==> config.mk <==
export PLATFORM = sky130hd
export DESIGN_NAME = flash_loader
export DESIGN_NICKNAME = d
export VERILOG_FILES = /design/src/rtl/flash_loader_pkg.sv /design/src/rtl/flash_loader_spi_bit_engine.sv /design/src/rtl/flash_loader.sv
export SDC_FILE = /design/constraint.sdc
export NUM_CORES = 1
export LEC_CHECK = 0
export ABC_AREA = 1
export ABC_CLOCK_PERIOD_IN_PS = 1940
export CORE_MARGIN = 2
export CORE_UTILIZATION = 25
export CTS_CLUSTER_SIZE = 25
export DETAILED_ROUTE_END_ITERATION = 8
export GPL_ROUTABILITY_DRIVEN = 0
export PLACE_DENSITY = 0.45
export SLEW_MARGIN = 20
export SYNTH_ARGS = -nofsm -noshare
export SYNTH_HDL_FRONTEND = slang
export SYNTH_SLANG_ARGS = --single-unit
==> constraint.sdc <==
create_clock -name clk_vga -period 1.94 [get_ports clk_vga]
set_input_delay 0.291 -clock clk_vga [delete_from_list [all_inputs] [get_ports clk_vga]]
set_output_delay 0.291 -clock clk_vga [all_outputs]
set_load 0.01 [all_outputs]
==> src/rtl/flash_loader_pkg.sv <==
// Shared types and constants for the flash-to-SRAM loader.
package flash_loader_pkg;
  localparam int ADR_W  = 17;   // SRAM word address width
  localparam int DAT_W  = 16;   // SRAM word width
  localparam int FADR_W = 24;   // SPI flash byte address width
  localparam int WCNT_W = 18;   // word counter, holds up to 131072
  localparam int BCNT_W = 6;    // SPI bit counter

  localparam logic [7:0] READ_OP = 8'h03;

  typedef enum logic [2:0] {
    ST_IDLE, ST_CMD, ST_ADDR, ST_DATA, ST_WRITE, ST_DONE
  } state_t;
endpackage

==> src/rtl/flash_loader_spi_bit_engine.sv <==
// SPI mode-0 bit engine: two clk_vga cycles per bit, command/address
// shift-out, data shift-in and a free-running bit counter.
module spi_bit_engine
  import flash_loader_pkg::*;
#(
  parameter logic [FADR_W-1:0] FLASH_BASE = 24'h100000
) (
  input  logic              clk_vga,
  input  logic              rst_n,
  input  logic              i_load,     // start of a transaction
  input  logic              i_run,      // clock bits; low pauses with sck low
  input  logic              i_miso,
  output logic              o_sck,
  output logic              o_mosi,
  output logic              o_bit_end,  // this edge completes a bit
  output logic [BCNT_W-1:0] o_bit_cnt,
  output logic [DAT_W-1:0]  o_rx_next   // rx word including the bit sampled now
);
  logic              r_ph;
  logic              r_sck;
  logic [31:0]       r_tx;
  logic [DAT_W-1:0]  r_rx;
  logic [BCNT_W-1:0] r_cnt;

  assign o_sck     = r_sck;
  assign o_mosi    = r_tx[31];
  assign o_bit_end = i_run & r_ph;
  assign o_bit_cnt = r_cnt;
  assign o_rx_next = {r_rx[DAT_W-2:0], i_miso};

  // Phase toggle; at the end of phase 1 sample miso, shift mosi, count the bit.
  // Zeros shift into r_tx, so mosi is 0 once command and address are out.
  // The counter wraps at 64; being a multiple of 16, data words still end
  // on cnt[3:0]==15.
  always_ff @(posedge clk_vga) begin
    if (!rst_n) begin
      r_ph  <= 1'b0;
      r_sck <= 1'b0;
      r_tx  <= '0;
      r_rx  <= '0;
      r_cnt <= '0;
    end else if (i_load) begin
      r_ph  <= 1'b0;
      r_sck <= 1'b0;
      r_tx  <= {READ_OP, FLASH_BASE};
      r_cnt <= '0;
    end else if (i_run) begin
      if (!r_ph) begin
        r_ph  <= 1'b1;
        r_sck <= 1'b1;
      end else begin
        r_ph  <= 1'b0;
        r_sck <= 1'b0;
        r_rx  <= o_rx_next;
        r_tx  <= {r_tx[30:0], 1'b0};
        r_cnt <= r_cnt + 1'b1;
      end
    end else begin
      r_ph  <= 1'b0;
      r_sck <= 1'b0;
    end
  end
endmodule

==> src/rtl/flash_loader.sv <==
// Copies WORD_COUNT 16-bit words from SPI flash (single READ transaction)
// into SRAM through a req/ack write port.
module flash_loader
  import flash_loader_pkg::*;
#(
  parameter logic [FADR_W-1:0] FLASH_BASE = 24'h100000,
  parameter int                WORD_COUNT = 65536,
  parameter logic [ADR_W-1:0]  SRAM_BASE  = 17'h00000
) (
  input  logic             clk_vga,
  input  logic             rst_n,
  input  logic             start,
  output logic             busy,
  output logic             done,
  output logic             flash_ss,
  output logic             flash_sck,
  output logic             flash_mosi,
  input  logic             flash_miso,
  output logic             wr_req,
  output logic [ADR_W-1:0] wr_adr,
  output logic [DAT_W-1:0] wr_dat,
  input  logic             wr_ack
);
  localparam logic [WCNT_W-1:0] WC = WCNT_W'(WORD_COUNT);

  state_t            r_state;
  logic              r_ss, r_busy, r_done, r_wr_req;
  logic [ADR_W-1:0]  r_wr_adr;
  logic [DAT_W-1:0]  r_wr_dat;
  logic [WCNT_W-1:0] r_words;

  logic              w_accept, w_run, w_bit_end;
  logic [BCNT_W-1:0] w_bit_cnt;
  logic [DAT_W-1:0]  w_rx_next;
  logic [WCNT_W-1:0] w_words_nxt;

  assign w_accept    = start && (r_state == ST_IDLE || r_state == ST_DONE);
  assign w_run       = (r_state == ST_CMD) || (r_state == ST_ADDR) || (r_state == ST_DATA);
  assign w_words_nxt = r_words + 1'b1;

  assign busy     = r_busy;
  assign done     = r_done;
  assign flash_ss = r_ss;
  assign wr_req   = r_wr_req;
  assign wr_adr   = r_wr_adr;
  assign wr_dat   = r_wr_dat;

  spi_bit_engine #(.FLASH_BASE(FLASH_BASE)) u_eng (
    .clk_vga   (clk_vga),
    .rst_n     (rst_n),
    .i_load    (w_accept),
    .i_run     (w_run),
    .i_miso    (flash_miso),
    .o_sck     (flash_sck),
    .o_mosi    (flash_mosi),
    .o_bit_end (w_bit_end),
    .o_bit_cnt (w_bit_cnt),
    .o_rx_next (w_rx_next)
  );

  // Sequencer: cmd (bits 0-7), addr (8-31), then 16-bit data words, each
  // followed by a write with the SPI clock paused.
  always_ff @(posedge clk_vga) begin
    if (!rst_n) begin
      r_state  <= ST_IDLE;
      r_ss     <= 1'b1;
      r_busy   <= 1'b0;
      r_done   <= 1'b0;
      r_wr_req <= 1'b0;
      r_wr_adr <= SRAM_BASE;
      r_wr_dat <= '0;
      r_words  <= '0;
    end else begin
      case (r_state)
        ST_IDLE, ST_DONE: if (start) begin
          r_state  <= ST_CMD;
          r_ss     <= 1'b0;
          r_busy   <= 1'b1;
          r_done   <= 1'b0;
          r_wr_adr <= SRAM_BASE;
          r_words  <= '0;
        end
        ST_CMD:  if (w_bit_end && w_bit_cnt == 6'd7)  r_state <= ST_ADDR;
        ST_ADDR: if (w_bit_end && w_bit_cnt == 6'd31) r_state <= ST_DATA;
        ST_DATA: if (w_bit_end && w_bit_cnt[3:0] == 4'hF) begin
          r_state  <= ST_WRITE;
          r_wr_req <= 1'b1;
          r_wr_dat <= w_rx_next;
        end
        ST_WRITE: if (wr_ack) begin
          r_wr_req <= 1'b0;
          r_wr_adr <= r_wr_adr + 1'b1;
          r_words  <= w_words_nxt;
          if (w_words_nxt == WC) begin
            r_state <= ST_DONE;
            r_ss    <= 1'b1;
            r_busy  <= 1'b0;
            r_done  <= 1'b1;
          end else begin
            r_state <= ST_DATA;
          end
        end
        default: r_state <= ST_IDLE;
      endcase
    end
  end
endmodule

## Word-level counts from Yosys, hierarchy flattened

Cells that the tools add are included.

- Logic and storage cells: 86
- Input bits: 5
- Memories kept: 0
- RAM bits: 0
- Flip-flop bits (word level): 92
- Latch bits: 0
- ROM bits: 0

- Bitwise gates (word level): 4
- Magnitude comparators: 0
- Multiply operators: 0
- Multiplexer cells: 28
- Add/subtract/negate cells: 3
- Reductions and logical operators: 23
- Eq/ne operators: 15
- Shift-type cells: 0
- Divide/modulo/power cells: 0

Operator list:

| operator | number |
|---|---|
| $mux 26 | 3 |
| $mux 18 | 2 |
| $pmux 18 s2 | 1 |
| $mux 17 | 2 |
| $pmux 17 s2 | 1 |
| $add 18x1->18 const B | 1 |
| $eq 18x17->1 const B | 1 |
| $mux 3 | 6 |
| $add 17x1->17 const B | 1 |
| $pmux 3 s5 | 1 |
| $mux 1 | 9 |
| $reduce_and 3->1 | 3 |
| $reduce_bool 2->1 | 4 |
| $add 6x1->6 const B | 1 |
| $eq 3x2->1 const B | 2 |
| $eq 3x3->1 const B | 2 |
| $eq 6x3->1 const B | 1 |
| $eq 6x5->1 const B | 1 |
| $ne 2x1->1 const B | 3 |
| $ne 2x2->1 const B | 3 |
| $pmux 1 s2 | 3 |
| $reduce_and 2->1 | 3 |
| $reduce_and 5->1 | 1 |
| $eq 4x4->1 const B | 1 |
| other kinds (9) | 17 |

## Logic depth before layout (Yosys ltp)

- Depth in word-level cells: 7
- Mapped depth: 15
- Mapped depth without buffers: 15

## By module

From an unflattened synthesis, not the netlist that was laid out.

- Cells, all modules: 636
- Area total of the unflattened synthesis: 4364.2 µm²

Modules (own cells, without submodules):

| module | cells an instance | area each (µm²) | instances |
|---|---|---|---|
| flash_loader | 471 | 3049.2 | 1 |
| spi_bit_engine | 165 | 1315.0 | 1 |

## Worst setup path before layout

OpenSTA, ideal clock, no wires.

- Kind: register to register
- Start: register r_words[0]
- End: register r_state[1]
- Setup time: 0.115 ns
- Cell stages (with the launch flop): 15
- Data arrival time: 1.623 ns
- Path buffers: 0
- Period minus slack after synthesis: 1.739 ns
- Setup slack: 0.201 ns
- Path through: dfxtp_1 ha_1 nand2_2 nor2_4 nand3_1 nand2_1 nand2_1 nor2_1 nand2_1 nor2_2 nand2_1 nand2_1 nand3b_1 o21ai_0 inv_1

- Longest elaborated chain between the ends: 5

Ends and longest elaborated chain:

| element | RTL line | text |
|---|---|---|
| start, declared | flash_loader.sv:30 | `logic [WCNT_W-1:0] r_words;` |
| start signal, assigned | flash_loader.sv:93 | `r_words <= w_words_nxt;` |
| $add 18x1->18 | flash_loader.sv:39 | `assign w_words_nxt = r_words + 1'b1;` |
| $eq 18x17->1 | flash_loader.sv:94 | `if (w_words_nxt == WC) begin` |
| $mux 3 | flash_loader.sv:94 |  |
| $mux 3 | flash_loader.sv:90 | `ST_WRITE: if (wr_ack) begin` |
| $pmux 3 s5 | flash_loader.sv:74 | `case (r_state)` |
| end signal, assigned | flash_loader.sv:76 | `r_state <= ST_CMD;` |
| end signal, assigned | flash_loader.sv:95 | `r_state <= ST_DONE;` |
| end signal, assigned | flash_loader.sv:100 | `r_state <= ST_DATA;` |
| end, declared | flash_loader.sv:26 | `state_t r_state;` |

No other way between the ends. The select of a mux whose other input is x is not followed.
A chain may end at the register's enable or synchronous reset.

## Final worst setup path

- Start: register r_words[0]
- End: register r_busy, in the netlist busy

- Longest elaborated chain between the ends: 4

Ends and longest elaborated chain:

| element | RTL line | text |
|---|---|---|
| $add 18x1->18 | flash_loader.sv:39 |  |
| $eq 18x17->1 | flash_loader.sv:94 |  |
| $ne 2x2->1 (no source line) | -- |  |
| $reduce_and 4->1 (no source line) | -- |  |
| end signal, assigned | flash_loader.sv:67 | `r_busy <= 1'b0;` |
| end signal, assigned | flash_loader.sv:78 | `r_busy <= 1'b1;` |
| end signal, assigned | flash_loader.sv:97 | `r_busy <= 1'b0;` |
| end, declared | flash_loader.sv:27 | `logic r_ss, r_busy, r_done, r_wr_req;` |

No other way between the ends.

==> impl.org <==
** Placed design
- Before CTS, the worst setup slack after placement is -2.65 ps.
- Placed standard-cell area :: 4980 um2
- Detailed-placement wirelength estimate :: 7210 um
- Cell count after placement :: 843
- During placement, the flow inserted port buffers numbering 43.

** GRT
- The first global-routing pass estimated 17400 um of wire.
- Layer with the highest usage after global routing :: met2
- The number of antenna violations at the first check in global routing came to 0.
- Final global-route overflow total :: 0
- All-Layer GR Usage :: 12.2%
- Met2 Usage GRT :: 18.2%
- Fraction of met3 tracks used by global routing :: 3.03%
- Met1 Usage GRT :: 16.6%
- Entering global routing, the biggest net connects 50 pins.
- Via count of the first global-routing pass :: 3600

** STA
- Setup-violating endpoint count in the final report :: 0
- Setup repair after global routing missed its margin :: yes
- Final critical-path share of the clock period :: 94.9%
- Fin. Hold Viols :: 0
- Final critical-path required period :: 1840 ps
- For the pin with the worst max-slew slack, the measured transition is 430 ps.
- Setup slack closes at 99.4 ps.
- Highest achievable clock rate :: 543 MHz
- Setup TNS :: 0 ps
- The number of pins exceeding their max-slew limit in the final report is 0.
- The worst pin sits at a relative slew slack of 71.3%.
- Clock Skews :: 5.96 ps

** Clock tree
- The number of clock buffers added by TritonCTS is 9.
- Root cell of the clock tree :: clkbuf_16
- TritonCTS built the clock tree.
- CTS max path bufs :: 2
- Clk slew on worst S/H paths :: 70 ps
- Clock latency reported for the late side of the worst-skew pair :: 350 ps
- CTS built an H-tree with a depth of 3.
- Counting every sink on the clock net gives 92.

** Route
- The first detailed-routing pass ran for 4 iterations.
- The first routing iteration left 145 violations.
- After detailed routing, the number of vias per cell comes to 4.41.
- After detailed routing, the average wire length per cell comes to 12.0 um.
- Total wirelength of the detailed-routed design :: 10300 um
- Via count :: 3808
- The detail route stage leaves a number of antenna-violating nets equal to 0.
- Count of unresolved DRC violations after routing :: 0

** Final layout
- The finished cells cover 5470 um2.
- Number of fill cells in the layout :: 1721
- In the layout the commonest cells are nand2_1 (129), dfxtp_1 (83), a21oi_1 (76).
- The repair_antennas step left the layout with diodes totalling 0.
- Leaving out fill and tap cells, the most frequent cell in the layout is nand2_1.
- Across the whole layout, storage elements account for 1850 um2.
- Excluding fillers, the count of instances in the completed layout stands at 863.
- Compared with the post-synthesis result, the final layout area differs by 31.7%.
- Summing all multi-input logic gate instances after layout gives 2080 um2.
- In the final design database the tool counted 646 nets.
- Cells with a size suffix above 1 make up 16.6% of the layout.

** Critical path
- Worst Path Arrival :: 2070 ps
- Of all nets on the critical path, the largest fanout is 7.
- The critical path contains buffers and inverters numbering 2 combined.
- Family with the most delay on the worst path :: simple AND/OR/NAND/NOR gates
- Launch point of the worst reg-to-reg path :: r_words[0]
- Tracing the worst setup path back leads to its startpoint at r_words[0].
- The largest single stage delay on the critical path is 340 ps.
- For the worst setup path, the data required time is 2170 ps.
- Critical path, cell by cell :: ha_4 -> nand2_4 -> nor2_4 -> buf_4 -> nand2_2 -> nand2_1 -> inv_1 -> nand2_1 -> nor2_2 -> nand3_1 -> nor2_2 -> nand3_2 -> nand2_2 -> nand2_2 -> nand2_1 -> a21oi_1
- Kind of end point of the critical path :: register
- The critical path is of the reg -> reg type.
- Among all stages on the critical path, the largest delay is contributed by dfxtp_2.
- Startpoint types :: register

** Yosys
- Cell Area, Synth :: 4150 um2
- For this run, the number of Yosys warnings is 0.
- Syn avg cell area :: 7.18 um2
- Synthesis handed over a netlist of 578 instances.
- Syn Nets :: 586
- Share of synthesized area occupied by flip-flops and latches :: 44.4%
- The synthesized design contains 92 register bits.
- Number of different library cells in the post-synthesis netlist :: 36

** Hold path
- Hold path startpoint :: u_eng.r_tx[28]
- Classification of the worst-slack hold path :: reg -> reg

** Floorplanning
- Area of the core :: 16400 um2
- Measured along the x axis, the die boundary spans 133 um.
- Starting density of the core :: 25.3%
- DIE HEIGHT :: 133 um
- Number of cell rows :: 47
- The die covers 17700 um2.
- Total I/O pin count :: 44

** Job
- Max-cap violations in this run came to 0.

** Outcome
- Result of the run :: finished clean

** Power
- Across the VDD grid, the largest voltage drop is 0.411 mV.
- Total leakage power :: 1.97 nW
- Dividing total power by cell area gives a power density of 981 nW/um2.
## sequential cells by signal, indices dropped and copies added (netlist names)
name             cells
wr_req               1
done                 1
u_eng.r_rx          15
r_state              3
u_eng.r_tx          12
u_eng.o_bit_cnt      6
u_eng.r_ph           1
wr_dat              16
busy                 1
r_words             18
flash_ss             1
wr_adr              17
## worst reg2reg max path: stages (launching register included)
cell and delay [ps]:
dfxtp_2 340, ha_4 170, nand2_4 80, nor2_4 60, buf_4 140, nand2_2 40, nand2_1 60, inv_1 50
nand2_1 60, nor2_2 110, nand3_1 80, nor2_2 140, nand3_2 90, nand2_2 110, nand2_2 70, nand2_1 60
a21oi_1 60
## metal layers
metal / vias to the layer above / share of wire (%)
met4: 0 / 1.7
li1: 2016 / -
met5: - / 0
met3: 13 / 3.6
met2: 51 / 44
met1: 1728 / 50
## final cells by class
type	instances	area share [%]
clock buffers	9	4.12
clock inverters	7	2.22
inverters	65	4.55
multi-input cells	399	38.0
flip-flops and latches	92	33.9
well taps	220	5.03
repair buffers	71	12.2
## repair_timing
action                                  CTS  global route
buffers inserted                          1             3
resized for setup                         2            38
pin swaps                                 1             9
hold buffers                              0             0
endpoints found under the setup margin    3            18
## logic make-up after synthesis
kind of cell               synth area share, %
buffers and inverters                     7.98
adders and majority gates                0.904
AOI/OAI and AO/OA                         16.1
DFF                                       44.4
and+or+nand+nor                           29.2
xor gates and xnor gates                  1.48
## power breakdown
part	switching, W	internal, W	total [W]
logic	0.000752	0.000409	0.00116
clock network	0.000784	0.00127	0.00205
registers	0.0000993	0.00205	0.00215
## metrics by stage
step	total power [W]	hold WS, ps	util (%)
after floorplan	0.00289	430	-
after global placement	0.00331	450	30.3
after detailed placement	0.00333	454	30.3
after CTS	0.00542	466	32.5
after global routing	0.00570	476	33.3
final	0.00537	463	33.3
## synth_stat cells
| cell type | number | area (um2) |
|---|---|---|
| nand2_2 | 7 | 43.8 |
| buf_2 | 4 | 20.0 |
| nand3_1 | 37 | 185 |
| nand4_1 | 9 | 56.3 |
| ha_1 | 3 | 37.5 |
| dfxtp_1 | 92 | 1840 |
| a211oi_1 | 1 | 7.51 |
| clkbuf_1 | 18 | 67.6 |
| or2_2 | 1 | 6.26 |
| nand2_1 | 138 | 518 |
| o21ai_1 | 2 | 10.0 |
| inv_2 | 4 | 15.0 |
| or2_1 | 1 | 6.26 |
| nand3_2 | 2 | 20.0 |
| xor2_1 | 5 | 43.8 |
| clkinv_1 | 2 | 7.51 |
| o21ai_2 | 1 | 8.76 |
| a21oi_1 | 76 | 380 |
| nor4_1 | 1 | 6.26 |
| inv_1 | 59 | 221 |
| o221ai_1 | 2 | 17.5 |
| nand3b_1 | 3 | 22.5 |
| o21ai_0 | 41 | 205 |
| xnor2_1 | 2 | 17.5 |
| nor3_2 | 2 | 20.0 |
| nor2_4 | 7 | 78.8 |
| nor3_1 | 9 | 45.0 |
| nand2b_1 | 1 | 6.26 |
| nor2_2 | 8 | 50.1 |
| a21oi_2 | 1 | 8.76 |
| nor2_1 | 33 | 124 |
| nor3_4 | 1 | 16.3 |
| o21a_1 | 1 | 7.51 |
| and2_1 | 1 | 6.26 |
| a2bb2oi_1 | 1 | 8.76 |
| o21bai_1 | 2 | 15.0 |
## worst paths after layout
| path | depth (start not counted) | endpoint | slack, ps |
|---|---|---|---|
| max | 16 | busy | 100 |
| min | 2 | u_eng.r_tx[28] | 460 |
| max reg2reg | 16 | busy | 100 |
| min reg2reg | 2 | u_eng.r_tx[28] | 460 |
Power figures use the tool's default switching activity.
